## config.mk

```make
export PLATFORM = sky130hd
export DESIGN_NAME = regfile
export DESIGN_NICKNAME = d
export VERILOG_FILES = /design/src/rtl/regfile.sv
export SDC_FILE = /design/constraint.sdc
export NUM_CORES = 1
export LEC_CHECK = 0
export ABC_AREA = 1
export BUFFER_PORTS_ARGS = -buffer_cell sky130_fd_sc_hd__buf_2
export CAP_MARGIN = 20
export CELL_PAD_IN_SITES_DETAIL_PLACEMENT = 0
export CELL_PAD_IN_SITES_GLOBAL_PLACEMENT = 1
export CORE_MARGIN = 2
export CORE_UTILIZATION = 42
export DETAILED_ROUTE_END_ITERATION = 10
export PLACE_DENSITY_LB_ADDON = 0.1
export SLEW_MARGIN = 20
export SYNTH_ARGS = -nofsm -noshare
export SYNTH_HDL_FRONTEND = slang
export SYNTH_SLANG_ARGS = --single-unit
```

## constraint.sdc

```tcl
create_clock -name clk -period 4.96 [get_ports clk]
set_input_delay 0.248 -clock clk [delete_from_list [all_inputs] [get_ports clk]]
set_output_delay 0.248 -clock clk [all_outputs]
set_load 0.01 [all_outputs]
```

## src/rtl/regfile.sv

```systemverilog
// rtl/regfile.sv - register file with two combinational read ports, one write port and NZP condition codes.
// Optional write-through forwarding on the read ports is enabled by defining REGFILE_BYPASS_EN.
module regfile #(
  parameter int ADDR_W = 3,
  parameter int DATA_W = 16
) (
  input  logic                 clk,
  input  logic                 rst,
  input  logic                 we,
  input  logic [ADDR_W-1:0]    waddr,
  input  logic [DATA_W-1:0]    wdata,
  input  logic                 setcc,
  input  logic [ADDR_W-1:0]    raddr1,
  output logic [DATA_W-1:0]    rdata1,
  input  logic [ADDR_W-1:0]    raddr2,
  output logic [DATA_W-1:0]    rdata2,
  output logic [2**ADDR_W-1:0] wsel,
  output logic [2:0]           nzp
);

  localparam int NUM_REGS = 2**ADDR_W;

  localparam logic [2:0] CC_N = 3'b100;
  localparam logic [2:0] CC_Z = 3'b010;
  localparam logic [2:0] CC_P = 3'b001;

  logic [DATA_W-1:0]   r_regs [NUM_REGS];
  logic [2:0]          r_nzp;
  logic [NUM_REGS-1:0] w_wsel;
  logic [2:0]          w_cc;

  always_comb begin
    w_wsel = '0;
    if (we) begin
      w_wsel[waddr] = 1'b1;
    end
  end

  always_comb begin
    if (wdata[DATA_W-1]) begin
      w_cc = CC_N;
    end else if (wdata == '0) begin
      w_cc = CC_Z;
    end else begin
      w_cc = CC_P;
    end
  end

  // Reset wins over a coincident write, so every register clears together.
  always_ff @(posedge clk or posedge rst) begin
    if (rst) begin
      for (int i = 0; i < NUM_REGS; i++) begin
        r_regs[i] <= '0;
      end
    end else begin
      for (int i = 0; i < NUM_REGS; i++) begin
        if (w_wsel[i]) begin
          r_regs[i] <= wdata;
        end
      end
    end
  end

  always_ff @(posedge clk or posedge rst) begin
    if (rst) begin
      r_nzp <= CC_Z;
    end else if (we && setcc) begin
      r_nzp <= w_cc;
    end
  end

  always_comb begin
    rdata1 = r_regs[raddr1];
    rdata2 = r_regs[raddr2];
`ifdef REGFILE_BYPASS_EN
    if (we && (raddr1 == waddr)) begin
      rdata1 = wdata;
    end
    if (we && (raddr2 == waddr)) begin
      rdata2 = wdata;
    end
`endif
  end

  assign wsel = w_wsel;
  assign nzp  = r_nzp;

endmodule

```

==> results of run 1 <==
## cell type report
class / count / area share
Multi-Input combinational cell: 838 / 0.3946
Inverter: 163 / 0.06988
Sequential cell: 131 / 0.3715
Clock inverter: 11 / 0.02523
Tap cell: 229 / 0.03246
Timing Repair Buffer: 86 / 0.05301
Clock buffer: 21 / 0.05330
## power groups by stage
stage	Clock, mW	Combinational [mW]	Sequential (mW)
after global placement	0	0.794	1.37
after CTS	1.50	0.804	1.36
after global routing	1.55	0.929	1.39
after floorplan	0	0.575	1.36
after detailed placement	0	0.798	1.38
final	1.48	0.796	1.37
## layer usage
metal  vias up  share of wire  track usage
li1       3738              -            -
met1      3507           0.46       0.3689
met2       232           0.47       0.4260
met3        40          0.051      0.04301
met4         2          0.022      0.08666
met5         -        0.00061            0
## worst max-delay path: stages
cell,delay [ns]
buf_2,0.59
inv_1,0.59
buf_4,0.37
nand3_1,0.10
nand2_1,0.05
nand2_1,0.05
nand2_1,0.09
buf_2,0.15
## placed cells by master, fill, tap and decap left out, types with 6 or more instances in the layout
cell / n
clkbuf_16: 17
nand2_1: 562
bufinv_16: 6
dfrtp_1: 130
buf_2: 71
inv_1: 160
nand3_1: 130
o21ai_0: 128
nor2_1: 16
buf_4: 15
## state kept, by name, indices dropped and copies added, names as in the netlist
signal and flops:
r_regs 128, nzp 3
## through the flow
stage	power [mW]	worst slack, ns	cells
floorplan	1.935	1.216	1202
detailed placement	2.179	2.457	1447
global route	3.867	2.262	1479
CTS	3.665	2.454	1479
finish	3.644	2.448	1479
global placement	2.169	2.453	1447
## kinds of logic (layout without fill, tap and decap cells)
kind of cell    count (synthesis)  after routing  share of synthesized area
flops                         131            131                     0.4267
buf+inv                       233            281                     0.1201
compound gates                128            128                    0.08335
simple gates                  710            710                     0.3699
## how the worst max path moves through the flow
stage / startpoint / end / cells past startpoint
2_1_floorplan: rst / nzp[0]$_DFFE_PP0P_ / 1
3_3_place_gp: raddr2[1] / rdata2[3] / 8
3_5_place_dp: raddr2[1] / rdata2[3] / 8
4_1_cts: raddr2[1] / rdata2[3] / 8
5_1_grt: raddr2[1] / rdata2[3] / 8
6_report: raddr2[1] / rdata2[3] / 8
## cells in the mapped netlist
| cell | instances |
|---|---|
| nand2_1 | 562 |
| o21ai_0 | 128 |
| nor2_2 | 1 |
| dfstp_2 | 1 |
| nand3_1 | 130 |
| nor3_4 | 1 |
| nor2_1 | 16 |
| inv_2 | 2 |
| buf_2 | 39 |
| buf_1 | 1 |
| clkbuf_1 | 30 |
| inv_1 | 161 |
| dfrtp_1 | 130 |
==> results.md, run 1 <==
* Run status: finished, violations left
* Failing checks: negative hold slack
* Synth top area cells: dfrtp_1, nand2_1, nand3_1
* Yosys reg bits at 131
* Mapped cell area at 0.007686 sq mm
* Sequential share of power at 0.375
* Clock Tree Buf Depth at 2
* Die ar. at slightly below 0.02 sq mm
* Synth Instances at approximately 1200
* CTS Sinks at about 130
* Setup violators final at 0
* Max-cap viol count at 0
* Clock network power share at 0.407
* Period utilization at 0.5064
* Final Util at 0.4914
* Fin. Hold Viols at 1
* Via-to-Cell Ratio at between 5 and 6
* P_int at approximately 2.5 mW
* Number of global-route vias before repair at roughly 7200
* CP Data Required Time at around 4.7 ns
* DP Wirelength at 15.59 mm
* Worst reg2reg startpoint: r_regs[121]$_DFFE_PP0P_
* Vias post-DR at around 7500
* Combinational fraction of design power at 0.218
* Hold slack at -0.005813 ns
* Port Buffers at between 70 and 80
* Unique masters post-synth at 13
* Synth area leader: dfrtp_1
* I/O Pins at 72
* Fmax at 398.1 MHz
* Hold Buf Count CTS at 0
* Drt wl/cell at about 17 um
* Hold Crit Class: primary input to asynchronous set/reset pin
* GRT Total Usage at 0.2655
* Final WL at approximately 25 mm
* Layout cells sized above 1 at 0.09840
* Avg Cell Area, Syn at between 6 and 7 sq um
* Synthesis-to-layout area growth at 14.85%
* Post-Layout Inst Area at ~0.009 sq mm
* Crit path arrival time at approximately 2.3 ns
* Initial antenna violation count at 1
* DRT antenna net count at 0
* Multi-input gate area at approximately 0.0035 sq mm
* Initial drt markers at about 570
* Crit. End Element: output port
* Synth top area share at 0.4232
* R2R cell count at 2
* Initial Util at 0.4279
* R2R setup slack at roughly 4.3 ns
* Num CTS Buffers at 17
* RSZ-0062 raised after global routing: no
* Clock Skews at 0 ns
* Total negative setup slack at 0 ns
* Setup Buffers After CTS at 0
* Setup Crit Path Kind: primary input to output port
* DR pass1 iterations at 5
* Pwr dens at slightly above 400 mW/mm^2
* Synth Net Count at ~1200
* Clock-pin transition on the worst setup and hold timing paths at 0.06 ns
* First-pass GRT wire length at 39.85 mm
* Die height at between 100 and 150 um
* Cell row count at 49
* Htree depth at 4
* Pleak at roughly 5 nW
* Sw frac at 0.3078
* Storage cell area at about 0.0033 sq mm
* Final nets at between 1000 and 1500
* Clk root buf: clkbuf_16
* Syn. warnings at 0
* CTS tree: yes
* Total grt overflow at 0
* Die width at between 100 and 150 um
* Final Max Slew Viols at 0
* Actual slew at the worst max-slew pin at between 0.9 and 1 ns
* Sequential cell area fraction in the yosys report at 0.4267
* Startpoint Class: primary input
* NetSw at about 1.1 mW
* Worst slew margin at 0.3949
* Post-cts gate resize count at 0
* R2R Path End: r_regs[121]$_DFFE_PP0P_
* Placed inst area at between 0.008 and 0.009 sq mm
* Worst-Skew Late Latency at between 0.4 and 0.5 ns
* Peak supply drop at between 200 and 300 uV
* Placeable Area at about 0.018 sq mm
* Max FO, Critical Path at 33
* Final Wtd Congestion at 0.8367
* Final worst path period need at roughly 2.5 ns
* ANT cells at 0
* # fillers at approximately 1900
* Largest net degree at the start of global routing at 95
* DRC errors left at 0
No activity file was read; power rests on OpenSTA's default activity.
==> run 2: changes to the inputs <==
Settings changed: CORE_UTILIZATION 42 to 38.
Clock period 4.96 ns to 2.1 ns, I/O delays scaled along.
==> run 2 against run 1 <==
Net effect: the flow now finishes without violations; largest cell class unchanged; sequential power rose by 140%; core utilization fell by 3.2 points; clock power rose by 130%; first-iteration DRC count fell by 16%; final area rose by 4.4%; global-route usage fell by 1.5 points; worst hold slack improved by 0.011 ns; combinational power rose by 140%.
==> results.md, run 2 (synthesized netlist as in run 1, its figures left out) <==
* DP Wirelength at 16.41 mm (was 15.59 mm)
* Crit path arrival time at 1.45 ns (was 2.26 ns)
* Pleak at 5.253 nW (was 5.093 nW)
* Peak supply drop at 583.6 uV (was 264.2 uV)
* Final worst path period need at between 1.5 and 2 ns
* Period utilization at 0.7385
* Initial Util at 0.3836 (was 0.4279)
* Htree depth at 4 (unchanged)
* ANT cells at 0 (unchanged)
* Sw frac at 0.3072 (was 0.3078)
* Final Util at 0.4598 (was 0.4914)
* Met1 wire length at 12.43 mm (was 11.42 mm)
* Synthesis-to-layout area growth at 19.88% (was 14.85%)
* Die width at 146.2 um (was 139.3 um)
* Top Metal Used: met4 (was met5)
* RSZ-0062 raised after global routing: no (unchanged)
* Setup Crit Path Kind: flip-flop to output port (was primary input to output port)
* DR pass1 iterations at 5 (unchanged)
* Drt wl/cell at 16.66 um (was 16.74 um)
* Crit. End Element: output port (unchanged)
* R2R setup slack at 1.38 ns (was 4.25 ns)
* End of the critical path: rdata1[13] (was rdata2[3])
* First-pass GRT wire length at 41.42 mm (was 39.85 mm)
* R2R Path End: r_regs[2]$_DFFE_PP0P_ (was r_regs[121]$_DFFE_PP0P_)
* Number of global-route vias before repair at 7409 (was 7237)
* Initial antenna violation count at 0 (was 1)
* Met2 wire len at 12.04 mm (was 11.52 mm)
* Placeable Area at 0.02004 sq mm (was 0.01796 sq mm)
* Via-to-Cell Ratio at 4.854 (was 5.084)
* Metal3 WL at 1.021 mm (was 1.256 mm)
* I/O Pins at 72 (unchanged)
* Post-Layout Inst Area at 0.009214 sq mm (was 0.008827 sq mm)
* # fillers at 2172 (was 1916)
* Clock Tree Buf Depth at 2 (unchanged)
* Cell row count at 52 (was 49)
* Startpoint Class: flip-flop (was primary input)
* Vias post-DR at 7529 (was 7519)
* Total grt overflow at 0 (unchanged)
* Fmax at ~640 MHz
* Most frequent cells in the layout: nand2_1, inv_1, nand3_1, dfrtp_1, o21ai_0 (unchanged)
* DRT antenna net count at 0 (unchanged)
* Sequential share of power at 0.374 (was 0.375)
* Num CTS Buffers at 17 (unchanged)
* Placed inst area at 0.008372 sq mm (was 0.008134 sq mm)
* Clock network power share at 0.401 (was 0.407)
* Setup violators final at 0 (unchanged)
* Combinational fraction of design power at 0.225 (was 0.218)
* CTS Sinks at 131 (unchanged)
* Hold Crit Class: primary input to flip-flop (was primary input to asynchronous set/reset pin)
* Worst setup startpoint: r_regs[13]$_DFFE_PP0P_ (was raddr2[1])
* Largest net degree at the start of global routing at 65 (was 95)
* Worst slew margin at 0.6528 (was 0.3949)
* Final nets at 1297 (was 1266)
* Max-cap viol count at 0 (unchanged)
* Final WL at 25.84 mm (was 24.76 mm)
* Port Buffers at 71 (unchanged)
* Die height at 146.2 um (was 139.3 um)
* Layout cells sized above 1 at 0.1077 (was 0.09840)
* Final Max Slew Viols at 0 (unchanged)
* Max reg flops at 128 (unchanged)
* Pwr dens at 936.1 mW/mm^2 (was 412.8 mW/mm^2)
* CTS tree: yes (unchanged)
* Post-cts gate resize count at 0 (unchanged)
* Die ar. at 0.02138 sq mm (was 0.01940 sq mm)
* NetSw at 2.649 mW (was 1.121 mW)
* R2R cell count at 2 (unchanged)
* DRC errors left at 0 (unchanged)
* Most common cell after layout, fill and taps aside: nand2_1 (unchanged)
* Clock-pin transition on the worst setup and hold timing paths at 0.06 ns (about the same)
* Clock Skews at 0 ns (unchanged)
* Worst reg2reg startpoint: r_regs[2]$_DFFE_PP0P_ (was r_regs[121]$_DFFE_PP0P_)
* Multi-input gate area at 0.003483 sq mm (unchanged)
* Final Wtd Congestion at 0.7830 (was 0.8367)
* Initial drt markers at 480 (was 573)
* Total negative setup slack at 0 ns (unchanged)
* Fin. Hold Viols at 0 (was 1)
* Storage cell area at 0.003279 sq mm (unchanged)
* GRT Total Usage at 0.2503 (was 0.2655)
* Actual slew at the worst max-slew pin at 0.5208 ns (was 0.9077 ns)
* Run status: finished, final reports clean (was finished, violations left)
* Max FO, Critical Path at 3 (was 33)
* Worst-Skew Late Latency at 0.42 ns (about the same)
* P_int at 5.976 mW (was 2.522 mW)
* Biggest register: r_regs (unchanged)
* Clk root buf: clkbuf_16 (unchanged)
* CP Data Required Time at 2.00 ns (was 4.71 ns)
-- run 2: cell count changes in the layout (fill, tap and decap cells not counted), sizes merged --
cell         before  now
clkbuf           21   20
clkinv            3    4
buf              86  101
dlygate4sd3       0   16
-- run 2: worst max-delay path: stages, from the launching register on --
cell and delay [ns]:
dfrtp_1 0.36, inv_1 0.11, nand2_1 0.07, nand3_1 0.10, nand2_1 0.06, nand2_1 0.05, nand2_1 0.11, buf_2 0.16
-- run 2: routing by layer --
layer | vias to the layer above | track usage
met5 | - | 0
met4 | 0 | 0.06553
met3 | 23 | 0.03844
met2 | 164 | 0.4111
met1 | 3545 | 0.3471
li1 | 3797 | -
-- run 2: how the worst min path moves through the flow --
stage	start	endpoint	slack, ns	cells after the start
final	wdata[12]	r_regs[12]$_DFFE_PP0P_	0.005	3
after global routing	wdata[12]	r_regs[12]$_DFFE_PP0P_	0.0006	3
after CTS	we	nzp[1]$_DFFE_PP1P_	0.0007	4
after detailed placement	rst	r_regs[46]$_DFFE_PP0P_	0.17	2
after global placement	rst	r_regs[94]$_DFFE_PP0P_	0.16	2
after floorplan	wdata[0]	r_regs[0]$_DFFE_PP0P_	0.23	2
-- run 2: through the flow --
stage / cells / hold WS (ns) / power (mW) / worst slack (ns)
after detailed placement: 1503 / 0.1667 / 5.193 / 0.7341
final: 1551 / 0.005236 / 8.625 / 0.5492
after floorplan: 1202 / 0.2260 / 4.571 / 0.3726
after CTS: 1551 / 0.0007452 / 8.713 / 0.5530
after global routing: 1551 / 0.0005962 / 9.175 / 0.4648
after global placement: 1503 / 0.1644 / 5.173 / 0.7283
-- run 2: power by group through the flow --
stage / registers, mW / logic, mW / clock network, mW
after floorplan: 3.21 / 1.36 / 0
after CTS: 3.22 / 1.96 / 3.53
final: 3.23 / 1.94 / 3.46
after detailed placement: 3.26 / 1.93 / 0
after global routing: 3.28 / 2.26 / 3.63
after global placement: 3.25 / 1.92 / 0
-- run 2: layout make-up --
| type | count | share of cell area |
|---|---|---|
| clock buffer | 20 | 0.04957 |
| tap | 270 | 0.03666 |
| timing repair buffer | 117 | 0.08854 |
| clock inverter | 12 | 0.02444 |
| inverter | 163 | 0.06681 |
| sequential | 131 | 0.3559 |
| multi-input combinational | 838 | 0.3781 |
-- run 2: timing repair --
action,in CTS,in global routing
hold endpoints to repair,32,0
hold buffers,16,0
buffers inserted,0,0
==> run 3: changes to the inputs <==
Settings changed: ABC_AREA 1 to 0, CORE_UTILIZATION 38 to 46.
Clock period 2.1 ns to 1.4 ns, I/O delays scaled along.
==> run 3 against run 2 <==
Net effect: sequential cell count is the same; critical path depth shrank 4; the flow now finishes with violations (negative setup slack); power grew 51%; largest power group is now sequential cells; sequential share of layout area grew 0.97 points; clock-buffer cell count grew 4; highest routed layer unchanged; setup slack lost 0.92 ns; final area shrank 2.7%; clock power grew 22%; wire length shrank 35%.
==> results.md, run 3 <==
* Run status: finished, violations left (was finished, final reports clean)
* Failing checks: negative setup slack
* I/O Pins at 72 (unchanged)
* CTS tree: yes (unchanged)
* DP Wirelength at 11.15 mm (was 16.41 mm)
* # fillers at 1178 (was 2172)
* Fin. Hold Viols at 0 (unchanged)
* Worst reg2reg startpoint: r_regs[88]$_DFFE_PP0P_ (was r_regs[2]$_DFFE_PP0P_)
* Clock network power share at 0.324 (was 0.401)
* Synth area leader: dfrtp_1 (unchanged)
* Hold Crit Class: primary input to flip-flop (unchanged)
* Initial Util at 0.4672 (was 0.3836)
* Final Power at 13.05 mW (was 8.625 mW)
* Clock Skews at 0 ns (unchanged)
* Synth top area share at 0.4632 (was 0.4232)
* Most common cell after layout, fill and taps aside: dfrtp_1 (was nand2_1)
* Initial drt markers at 271 (was 480)
* Vias post-DR at 4275 (was 7529)
* Synth Instances at 414 (was 1202)
* Most common cell in the netlist: mux2_2 (was nand2_1)
* DRT antenna net count at 0 (unchanged)
* Period utilization at 1.268
* Storage cell area at 0.003279 sq mm (unchanged)
* Sw frac at 0.2540 (was 0.3072)
* Most frequent cells in the layout: dfrtp_1, mux2_2, mux4_2 (was nand2_1, inv_1, nand3_1, dfrtp_1, o21ai_0)
* Crit path arrival time at 1.71 ns (was 1.45 ns)
* Final Max Slew Viols at 0 (unchanged)
* Worst min-delay path startpoint: wdata[15] (was wdata[12])
* Placeable Area at 0.01503 sq mm (was 0.02004 sq mm)
* Sequential share of power at 0.399 (was 0.374)
* DRC errors left at 0 (unchanged)
* R2R cell count at 2 (unchanged)
* Clk root buf: clkbuf_16 (unchanged)
* Port Buffers at 71 (unchanged)
* Final WL at 16.93 mm (was 25.84 mm)
* Multi-input gate area at 0.003610 sq mm (was 0.003483 sq mm)
* Max-cap viol count at 0 (unchanged)
* Syn. warnings at 0 (unchanged)
* Largest net degree at the start of global routing at 47 (was 65)
* Peak supply drop at 933.2 uV (was 583.6 uV)
* Placed inst area at 0.008018 sq mm (was 0.008372 sq mm)
* Die width at 127.6 um (was 146.2 um)
* Yosys reg bits at 131 (unchanged)
* First-pass GRT wire length at 26.71 mm (was 41.42 mm)
* Clock Tree Buf Depth at 2 (unchanged)
* R2R Path End: r_regs[88]$_DFFE_PP0P_ (was r_regs[2]$_DFFE_PP0P_)
* Fmax at 563.2 MHz
* Post-Layout Inst Area at 0.008969 sq mm (was 0.009214 sq mm)
* Ys flop type: dfrtp_1 (unchanged)
* GRT Total Usage at 0.2243 (was 0.2503)
* Final worst path period need at around 1.8 ns
* Combinational fraction of design power at 0.276 (was 0.225)
* Synth Net Count at 443 (was 1231)
* Cell row count at 45 (was 52)
* P_int at 9.733 mW (was 5.976 mW)
* Unique masters post-synth at 24 (was 13)
* Sequential cell area fraction in the yosys report at 0.4670 (was 0.4267)
* DR pass1 iterations at 4 (was 5)
* Pwr dens at 1455 mW/mm^2 (was 936.1 mW/mm^2)
* R2R setup slack at 0.48 ns (was 1.38 ns)
* RSZ-0062 raised after global routing: yes (was no)
* Avg Cell Area, Syn at 16.96 sq um (was 6.394 sq um)
* Hold path cells at 2 (was 3)
* Drt wl/cell at 23.00 um (was 16.66 um)
* Startpoint Class: flip-flop (unchanged)
* Synth top cells by count: mux2_2, dfrtp_1, mux4_2, buf_2, mux2_4 (was nand2_1, inv_1, dfrtp_1, nand3_1, o21ai_0)
* Setup violators final at 32 (was 0)
* CP Data Required Time at 1.33 ns (was 2.00 ns)
* Number of global-route vias before repair at 4663 (was 7409)
* Actual slew at the worst max-slew pin at 0.5798 ns (was 0.5208 ns)
* Htree depth at 4 (unchanged)
* Max reg flops at 128 (unchanged)
* Setup Crit Path Kind: flip-flop to output port (unchanged)
* Ys async rst share at 1.000 (unchanged)
* Biggest register: r_regs (unchanged)
* CTS Sinks at 131 (unchanged)
* Max FO, Critical Path at 3 (unchanged)
* Final WS setup at -0.3755 ns (was 0.5492 ns)
* Mapped cell area at 0.007023 sq mm (was 0.007686 sq mm)
* Worst-Skew Late Latency at 0.41 ns (was 0.42 ns)
* Pleak at 3.947 nW (was 5.253 nW)
* Layout cells sized above 1 at 0.7281 (was 0.1077)
* Worst slew margin at 0.6099 (was 0.6528)
* Via-to-Cell Ratio at 5.808 (was 4.854)
* Synthesis-to-layout area growth at 27.70% (was 19.88%)
* Crit. End Element: output port (unchanged)
* Die ar. at 0.01627 sq mm (was 0.02138 sq mm)
* Synth top area cells: dfrtp_1, mux2_2, mux4_2 (was dfrtp_1, nand2_1, nand3_1)
* ANT cells at 0 (unchanged)
* Total grt overflow at 0 (unchanged)
* Initial antenna violation count at 0 (unchanged)
* NetSw at 3.314 mW (was 2.649 mW)
* Final nets at 567 (was 1297)
* Min-Delay Endpoint: nzp[1]$_DFFE_PP1P_ (was r_regs[12]$_DFFE_PP0P_)
* Num CTS Buffers at 17 (unchanged)
* Die height at 127.6 um (was 146.2 um)
* Clock-pin transition on the worst setup and hold timing paths at 0.05 ns (was 0.06 ns)
* Number of synthesized flops with an enable pin at 0 (unchanged)
* Final Wtd Congestion at 0.7503 (was 0.7830)
[run 3: worst max-delay path by stage]
| stage | start | endpoint | slack [ns] | depth (start not counted) |
|---|---|---|---|---|
| final | r_regs[59]$_DFFE_PP0P_ | rdata2[11] | -0.38 | 3 |
| after global routing | r_regs[43]$_DFFE_PP0P_ | rdata2[11] | -0.43 | 3 |
| after CTS | r_regs[11]$_DFFE_PP0P_ | rdata2[11] | -0.40 | 3 |
| after detailed placement | wdata[6] | nzp[1]$_DFFE_PP1P_ | -0.17 | 5 |
| after global placement | wdata[6] | nzp[0]$_DFFE_PP0P_ | -0.1 | 5 |
| after floorplan | rst | nzp[0]$_DFFE_PP0P_ | -0.29 | 1 |
[run 3: cell families after synthesis]
family                 after synthesis  share of synthesized area
DFF                                131                     0.4670
and+or+nand+nor                     18                    0.02672
buffers and inverters               38                    0.03581
AOI/OAI and AO/OA                    2                   0.002317
muxes                              225                     0.4682
[run 3: metal layers]
metal	global-route usage	wire length, um
met4	0.05495	156
met5	0	0
met2	0.3658	8461
met1	0.3007	7502
met3	0.06281	806
[run 3: critical path, stage by stage (launching register included)]
cell and delay [ns]:
dfrtp_1 0.40, mux4_2 0.49, mux2_4 0.28, buf_6 0.12
[run 3: power groups by stage]
stage	Combinational (mW)	Sequential, mW	Clock (mW)
finish	3.61	5.21	4.23
global route	3.85	5.32	4.50
CTS	3.63	5.20	4.31
detailed placement	3.05	5.26	0
global placement	2.98	5.21	0
floorplan	2.25	5.05	0
[run 3: what timing repair did]
item,in CTS,in global routing
buffers inserted,8,0
pin swaps,0,3
hold buffers,3,0
setup endpoints to repair,32,34
hold endpoints to repair,87,0
resized for setup,53,5
[run 3: final cells by class]
| class | instances | share of cell area |
|---|---|---|
| multi-input combinational | 245 | 0.4025 |
| sequential | 131 | 0.3657 |
| timing repair buffer | 138 | 0.1405 |
| clock buffer | 24 | 0.05706 |
| tap | 188 | 0.02623 |
| clock inverter | 5 | 0.005580 |
| inverter | 5 | 0.002511 |
[run 3: per-stage QoR]
step / std cells / hold WS [ns] / utilization / setup slack (ns) / TNS, ns
after floorplan: 414 / 0.2047 / - / -0.2924 / -38.01
after global placement: 696 / 0.08389 / 0.5333 / -0.09558 / -0.2303
after detailed placement: 696 / 0.09016 / 0.5333 / -0.1708 / -0.5385
after CTS: 736 / 0.002385 / 0.5948 / -0.3960 / -11.74
after global routing: 736 / 0.01980 / 0.5966 / -0.4295 / -12.93
final: 736 / 0.01663 / 0.5966 / -0.3755 / -11.18
